**src/rtl/munoc_ahb_quiesce_ctrl_pkg.sv**
```systemverilog
// Shared AHB encodings, quiesce FSM states and burst helpers
// for the munoc AHB quiesce controller.
package munoc_ahb_quiesce_ctrl_pkg;

    localparam int BW_AHB_TRANS = 2;
    localparam int BW_AHB_BURST = 3;
    localparam int BW_BEAT      = 4;

    localparam logic [BW_AHB_TRANS-1:0] AHB_TRANS_IDLE   = 2'd0;
    localparam logic [BW_AHB_TRANS-1:0] AHB_TRANS_BUSY   = 2'd1;
    localparam logic [BW_AHB_TRANS-1:0] AHB_TRANS_NONSEQ = 2'd2;
    localparam logic [BW_AHB_TRANS-1:0] AHB_TRANS_SEQ    = 2'd3;

    localparam logic [BW_AHB_BURST-1:0] AHB_BURST_SINGLE = 3'd0;
    localparam logic [BW_AHB_BURST-1:0] AHB_BURST_INCR   = 3'd1;
    localparam logic [BW_AHB_BURST-1:0] AHB_BURST_WRAP4  = 3'd2;
    localparam logic [BW_AHB_BURST-1:0] AHB_BURST_INCR4  = 3'd3;
    localparam logic [BW_AHB_BURST-1:0] AHB_BURST_WRAP8  = 3'd4;
    localparam logic [BW_AHB_BURST-1:0] AHB_BURST_INCR8  = 3'd5;
    localparam logic [BW_AHB_BURST-1:0] AHB_BURST_WRAP16 = 3'd6;
    localparam logic [BW_AHB_BURST-1:0] AHB_BURST_INCR16 = 3'd7;

    typedef enum logic [1:0] {
        QSC_RUN     = 2'd0,
        QSC_DRAIN   = 2'd1,
        QSC_BLOCKED = 2'd2
    } qsc_state_e;

    // Remaining beats after the NONSEQ beat of a burst.
    function automatic logic [BW_BEAT-1:0] burst_to_beats(
        input logic [BW_AHB_BURST-1:0] hburst
    );
        case (hburst)
            AHB_BURST_WRAP4,  AHB_BURST_INCR4:  return 4'd3;
            AHB_BURST_WRAP8,  AHB_BURST_INCR8:  return 4'd7;
            AHB_BURST_WRAP16, AHB_BURST_INCR16: return 4'd15;
            default:                            return 4'd0;
        endcase
    endfunction

    function automatic logic burst_is_fixed(
        input logic [BW_AHB_BURST-1:0] hburst
    );
        return (hburst != AHB_BURST_SINGLE) && (hburst != AHB_BURST_INCR);
    endfunction

endpackage

```
**src/rtl/munoc_ahb_burst_tracker.sv**
```systemverilog
// Tracks beats left in a fixed-length burst on the gated bus
// and flags sticky protocol violations.
module munoc_ahb_burst_tracker
    import munoc_ahb_quiesce_ctrl_pkg::*;
(
    input  logic                    clk,
    input  logic                    rstnn,
    input  logic [BW_AHB_TRANS-1:0] mon_htrans,
    input  logic [BW_AHB_BURST-1:0] mon_hburst,
    input  logic                    mon_hready,
    input  logic                    mon_hresp,
    output logic [BW_BEAT-1:0]      beat_cnt,
    output logic                    burst_active,
    output logic                    protocol_err
);

    logic [BW_BEAT-1:0] beat_cnt_q, beat_cnt_d;
    logic               perr_q, perr_d;
    logic               prev_err_q, prev_err_d;

    // Beat counter and violation detection from accepted addresses.
    always_comb begin
        beat_cnt_d = beat_cnt_q;
        perr_d     = perr_q;
        prev_err_d = mon_hready ? mon_hresp : prev_err_q;
        if (mon_hready) begin
            case (mon_htrans)
                AHB_TRANS_NONSEQ: beat_cnt_d = burst_to_beats(mon_hburst);
                AHB_TRANS_SEQ: begin
                    if (beat_cnt_q != '0) begin
                        beat_cnt_d = beat_cnt_q - 1'b1;
                    end else if (burst_is_fixed(mon_hburst)) begin
                        perr_d = 1'b1;
                    end
                end
                AHB_TRANS_IDLE: begin
                    beat_cnt_d = '0;
                    if (beat_cnt_q != '0 && !mon_hresp && !prev_err_q) begin
                        perr_d = 1'b1;
                    end
                end
                default: beat_cnt_d = beat_cnt_q;
            endcase
        end
    end

    // Tracker state registers.
    always_ff @(posedge clk) begin
        if (!rstnn) begin
            beat_cnt_q <= '0;
            perr_q     <= 1'b0;
            prev_err_q <= 1'b0;
        end else begin
            beat_cnt_q <= beat_cnt_d;
            perr_q     <= perr_d;
            prev_err_q <= prev_err_d;
        end
    end

    assign beat_cnt     = beat_cnt_q;
    assign burst_active = (beat_cnt_q != '0);
    assign protocol_err = perr_q;

endmodule

```
**src/rtl/munoc_ahb_quiesce_ctrl.sv**
```systemverilog
// Raises the registered AHB gate block only at a safe bus point
// and answers the stop_req/stop_ack quiesce handshake.
module munoc_ahb_quiesce_ctrl
    import munoc_ahb_quiesce_ctrl_pkg::*;
#(
    parameter int TIMEOUT_CYCLES = 256,
    parameter int BW_CNT         = 9
) (
    input  logic                    clk,
    input  logic                    rstnn,
    input  logic                    stop_req,
    output logic                    stop_ack,
    output logic                    block,
    input  logic [BW_AHB_TRANS-1:0] mon_htrans,
    input  logic [BW_AHB_BURST-1:0] mon_hburst,
    input  logic                    mon_hready,
    input  logic                    mon_hresp,
    output logic                    burst_active,
    output logic                    drain_timeout,
    output logic                    protocol_err
);

    localparam logic [BW_CNT-1:0] TMO_LIMIT = BW_CNT'(TIMEOUT_CYCLES);
    localparam logic              TMO_EN    = (TIMEOUT_CYCLES != 0);

    qsc_state_e         state_q, state_d;
    logic [BW_CNT-1:0]  tmo_cnt_q, tmo_cnt_d;
    logic               tmo_flag_q, tmo_flag_d;
    logic               block_q, block_d;
    logic [BW_BEAT-1:0] beat_cnt;
    logic               safe;

    munoc_ahb_burst_tracker u_tracker (
        .clk          (clk),
        .rstnn        (rstnn),
        .mon_htrans   (mon_htrans),
        .mon_hburst   (mon_hburst),
        .mon_hready   (mon_hready),
        .mon_hresp    (mon_hresp),
        .beat_cnt     (beat_cnt),
        .burst_active (burst_active),
        .protocol_err (protocol_err)
    );

    // Last data phase ends this cycle and nothing is pending.
    assign safe = mon_hready && (mon_htrans == AHB_TRANS_IDLE)
               && (beat_cnt == '0);

    // Next state, drain timeout and block request.
    always_comb begin
        state_d    = state_q;
        tmo_cnt_d  = tmo_cnt_q;
        tmo_flag_d = tmo_flag_q;
        unique case (state_q)
            QSC_RUN: begin
                tmo_cnt_d = '0;
                if (stop_req) state_d = QSC_DRAIN;
            end
            QSC_DRAIN: begin
                if (!stop_req) begin
                    state_d = QSC_RUN;
                end else if (safe) begin
                    state_d = QSC_BLOCKED;
                end else begin
                    if (tmo_cnt_q != '1) tmo_cnt_d = tmo_cnt_q + 1'b1;
                    if (TMO_EN && tmo_cnt_q == TMO_LIMIT) tmo_flag_d = 1'b1;
                end
            end
            QSC_BLOCKED: begin
                if (!stop_req) state_d = QSC_RUN;
            end
            default: state_d = QSC_RUN;
        endcase
        if (state_d == QSC_RUN && state_q != QSC_RUN) tmo_flag_d = 1'b0;
        block_d = (state_d == QSC_BLOCKED);
    end

    // Controller state registers.
    always_ff @(posedge clk) begin
        if (!rstnn) begin
            state_q    <= QSC_RUN;
            tmo_cnt_q  <= '0;
            tmo_flag_q <= 1'b0;
            block_q    <= 1'b0;
        end else begin
            state_q    <= state_d;
            tmo_cnt_q  <= tmo_cnt_d;
            tmo_flag_q <= tmo_flag_d;
            block_q    <= block_d;
        end
    end

    assign block         = block_q;
    assign stop_ack      = block_q;
    assign drain_timeout = tmo_flag_q;

endmodule

```
**config.mk**
```make
export PLATFORM = sky130hd
export DESIGN_NAME = munoc_ahb_quiesce_ctrl
export DESIGN_NICKNAME = d
export VERILOG_FILES = /design/src/rtl/munoc_ahb_quiesce_ctrl_pkg.sv /design/src/rtl/munoc_ahb_burst_tracker.sv /design/src/rtl/munoc_ahb_quiesce_ctrl.sv
export SDC_FILE = /design/constraint.sdc
export NUM_CORES = 1
export LEC_CHECK = 0
export CAP_MARGIN = 20
export CELL_PAD_IN_SITES_DETAIL_PLACEMENT = 0
export CELL_PAD_IN_SITES_GLOBAL_PLACEMENT = 2
export CORE_MARGIN = 3
export CORE_UTILIZATION = 34
export CTS_CLUSTER_SIZE = 24
export DETAILED_ROUTE_END_ITERATION = 10
export PLACE_DENSITY_LB_ADDON = 0.1
export SLEW_MARGIN = 0
export SYNTH_ARGS = -nofsm -noshare
export SYNTH_HDL_FRONTEND = slang
export SYNTH_SLANG_ARGS = --single-unit
```
**constraint.sdc**
```tcl
create_clock -name clk -period 5.62 [get_ports clk]
set_input_delay 0.562 -clock clk [delete_from_list [all_inputs] [get_ports clk]]
set_output_delay 0.562 -clock clk [all_outputs]
set_load 0.005 [all_outputs]
```
==> impl_metrics.ini <==
[status]
outcome = complete, no violations

[sta]
tns_ns = 0
setup_slack_ns = 3.29
hold_violations = 0
clock-skew-final_ns = 0.0126
setup_viol = 0
layout_worst_path_cycle_share = 0.415
fmax_ghz = 0.428
rsz0062_at_grt = false
finalCriticalPeriod_ns = 2.33
tightest_slew_ns = 0.542
finalMaxSlewViolations = 0
whs_ns = 0.454
relSlewSlack = 0.637

[logic_synthesis]
synthTopCellsByArea = dfxtp_1 (36%), ha_1 (8.3%), a21oi_1 (5.2%), nor4b_1 (3.3%), o21ai_0 (3.3%)
synth_ff_type = dfxtp_1
syn_nets = 138
synth_top_cell_by_area = dfxtp_1
post_synth_num_cell_types = 38
synth_xor_area_frac = 0.00825
yosysWarnings = 0
yosysTopAreaCellShare = 0.358
avgSynthCellArea_um2 = 8.77
synth-seq-cells = 19
synth_edf_count = 0
synth_compound_area_frac = 0.231
netlist_area_mm2 = 0.00106
synth_adder_area_share = 0.0825
synth-simple-area-share = 0.246
synth_top_family_by_area = simple AND/OR/NAND/NOR gates
ys_seq_area_frac = 0.358
synth_mux_area_frac = 0.00943
syn_inst = 121
synthArstFlopShare = 0

[worst_setup_path]
cpMaxStageDelayCell = clkdlybuf4s50_1
critPathLaunchType = register
crit_chain = inv_1 > ha_1 > nor3b_2 > inv_2 > clkdlybuf4s50_1
cp_slowest_stage_delay_ns = 0.45
cp_top_family = buffers and inverters
crit_path_end_kind = primary output
crit_path_max_fanout = 5
critPathKind = register to primary output
cp.arrival_ns = 1.77
worst-path-buf-inv = 3
cp.required_ns = 5.06

[clocking]
htreeDepth = 1
root_buffer = clkbuf_4
cts_sinks = 19
cts_inserted_buffers = 3
cts_hold_repair.buffers = 0
cts_tree = built
post-cts-setup-buffers = 0
cts_max_path_buffers = 2
clk_pin_slew_ns = 0.11
ctsResizeCount = 0
worst_skew_pair.late_latency_ns = 0.31

[routing]
via_per_inst = 5.55
dr.pass1.iters = 4
drt_wl_total_um = 2060
post-route-drc-count = 0
wl_per_cell_um = 12.6
num_vias = 911
drtIter0Drc = 23
drtAntennaViolNets = 0

[die]
die_w_um = 61.9
ios = 15
die_area_mm2 = 0.00383
rows = 19
die_h_um = 61.9
design.core.area_mm2 = 0.00285
start_util = 0.372

[cells_and_area]
final_cell_area_mm2 = 0.00122
area_delta_synth_final_pct = 15.0
drive_gt1_frac = 0.0602
fin_util = 0.428
antenna_cells = 0
nets = 151

[grt]
grt_pass1_vias = 820
overflow = 0
antenna_found_initial = 0
grt_pass1_wl_um = 3420
grt_max_degree = 16
grtUsageTotal = 0.120

[job]
maxCapViolCount = 0

[pwr]
pwr_density_cell_mw_per_mm2 = 212
ir_worst_vdd_mv = 0.122
leakagePower_nw = 0.455

[place]
place_area_mm2 = 0.00119
dp_slack_ns = 2.96
gp_congestion = 0.776
dp_hpwl_um = 1550
port_buffers = 13

[min_path]
hold_path.class = register to register
flip-flops by register name (all words and copies together), names as in the netlist:
| register | flops |
|---|---|
| block | 1 |
| state_q | 2 |
| u_tracker.protocol_err | 1 |
| u_tracker.beat_cnt | 4 |
| drain_timeout | 1 |
| u_tracker.prev_err_q | 1 |
| tmo_cnt_q | 9 |
stage by stage:
step	instances	power, mW
6_report	164	0.259
5_1_grt	164	0.274
4_1_cts	164	0.264
3_5_place_dp	160	0.189
3_3_place_gp	160	0.189
2_1_floorplan	121	0.174
routing by layer:
| metal | wire length, µm | track usage |
|---|---|---|
| met5 | 0 | 0 |
| met4 | 14 | 0.0394 |
| met3 | 65 | 0.0434 |
| met2 | 981 | 0.200 |
| met1 | 1000 | 0.142 |
power breakdown:
part           total, mW  internal (mW)  switching (mW)
sequential         0.143          0.139         0.00389
clock             0.0731         0.0265          0.0466
combinational     0.0432         0.0217          0.0215
total              0.259          0.187          0.0720
placed cells by master, fill, tap and decap left out:
cell	n
o211ai_1	3
a21oi_1	11
nand2_1	6
a32o_1	2
clkdlybuf4s50_1	13
nor2_1	4
nand2b_1	5
clkbuf_4	3
inv_1	7
a31o_1	1
xnor2_1	1
o21ai_1	2
mux2i_1	1
nor4b_1	4
o21ai_0	7
and3_4	1
a211oi_1	1
and3_1	3
nor2b_1	2
nand4_1	1
clkinv_2	1
a221o_1	1
a21boi_0	1
or4_1	3
and2_1	1
nor3_1	2
dfxtp_1	19
or3_1	3
inv_2	1
nand3b_1	1
ha_1	7
nor3b_2	1
o31ai_1	4
or2_2	1
o221a_1	1
nand3_1	5
o211a_1	2
o21a_1	1
cells by family after synthesis:
kind of cell,Yosys count
simple gates,43
compound gates,37
flops,19
buf+inv,13
fa+ha+maj,7
xor+xnor,1
mux,1
cell usage after synthesis (3+ instances only):
cell type  count
o21ai_0        7
and3_1         3
o211ai_1       3
nand3_1        5
o31ai_1        4
nor2_1         4
or4_1          3
dfxtp_1       19
a21oi_1       11
nand2_1        6
or3_1          3
nand2b_1       5
inv_1          7
ha_1           7
nor4b_1        4
final cells by class:
cell class                 count  area, µm²
clock inverter                 1       5.00
multi-input combinational     89        613
fill                         307       1630
tap                           31       38.8
clock buffer                   3       22.5
inverter                       8       30.0
sequential                    19        380
timing repair buffer          13        130
worst register-to-register path: stages (launching register included):
cell and delay [ns]:
dfxtp_1 0.37, ha_1 0.26, nand3_1 0.10, nor2_1 0.05, ha_1 0.18, nand2b_1 0.19, a221o_1 0.52, or4_1 0.44
a21oi_1 0.14
path summary, 6_finish.rpt:
path                                                     startpoint                             endpoint  slack, ns  depth (start not counted)
worst max-delay path             u_tracker.beat_cnt[0]$_SDFFE_PN0P_                         burst_active       3.29                          5
worst min-delay path            u_tracker.protocol_err$_SDFFE_PN0P_  u_tracker.protocol_err$_SDFFE_PN0P_       0.45                          2
worst max register to register            tmo_cnt_q[0]$_SDFFE_PN0P_            tmo_cnt_q[5]$_SDFFE_PN0P_       3.31                          8
worst min register to register  u_tracker.protocol_err$_SDFFE_PN0P_  u_tracker.protocol_err$_SDFFE_PN0P_       0.45                          2
No activity file was read; power rests on OpenSTA's default activity.
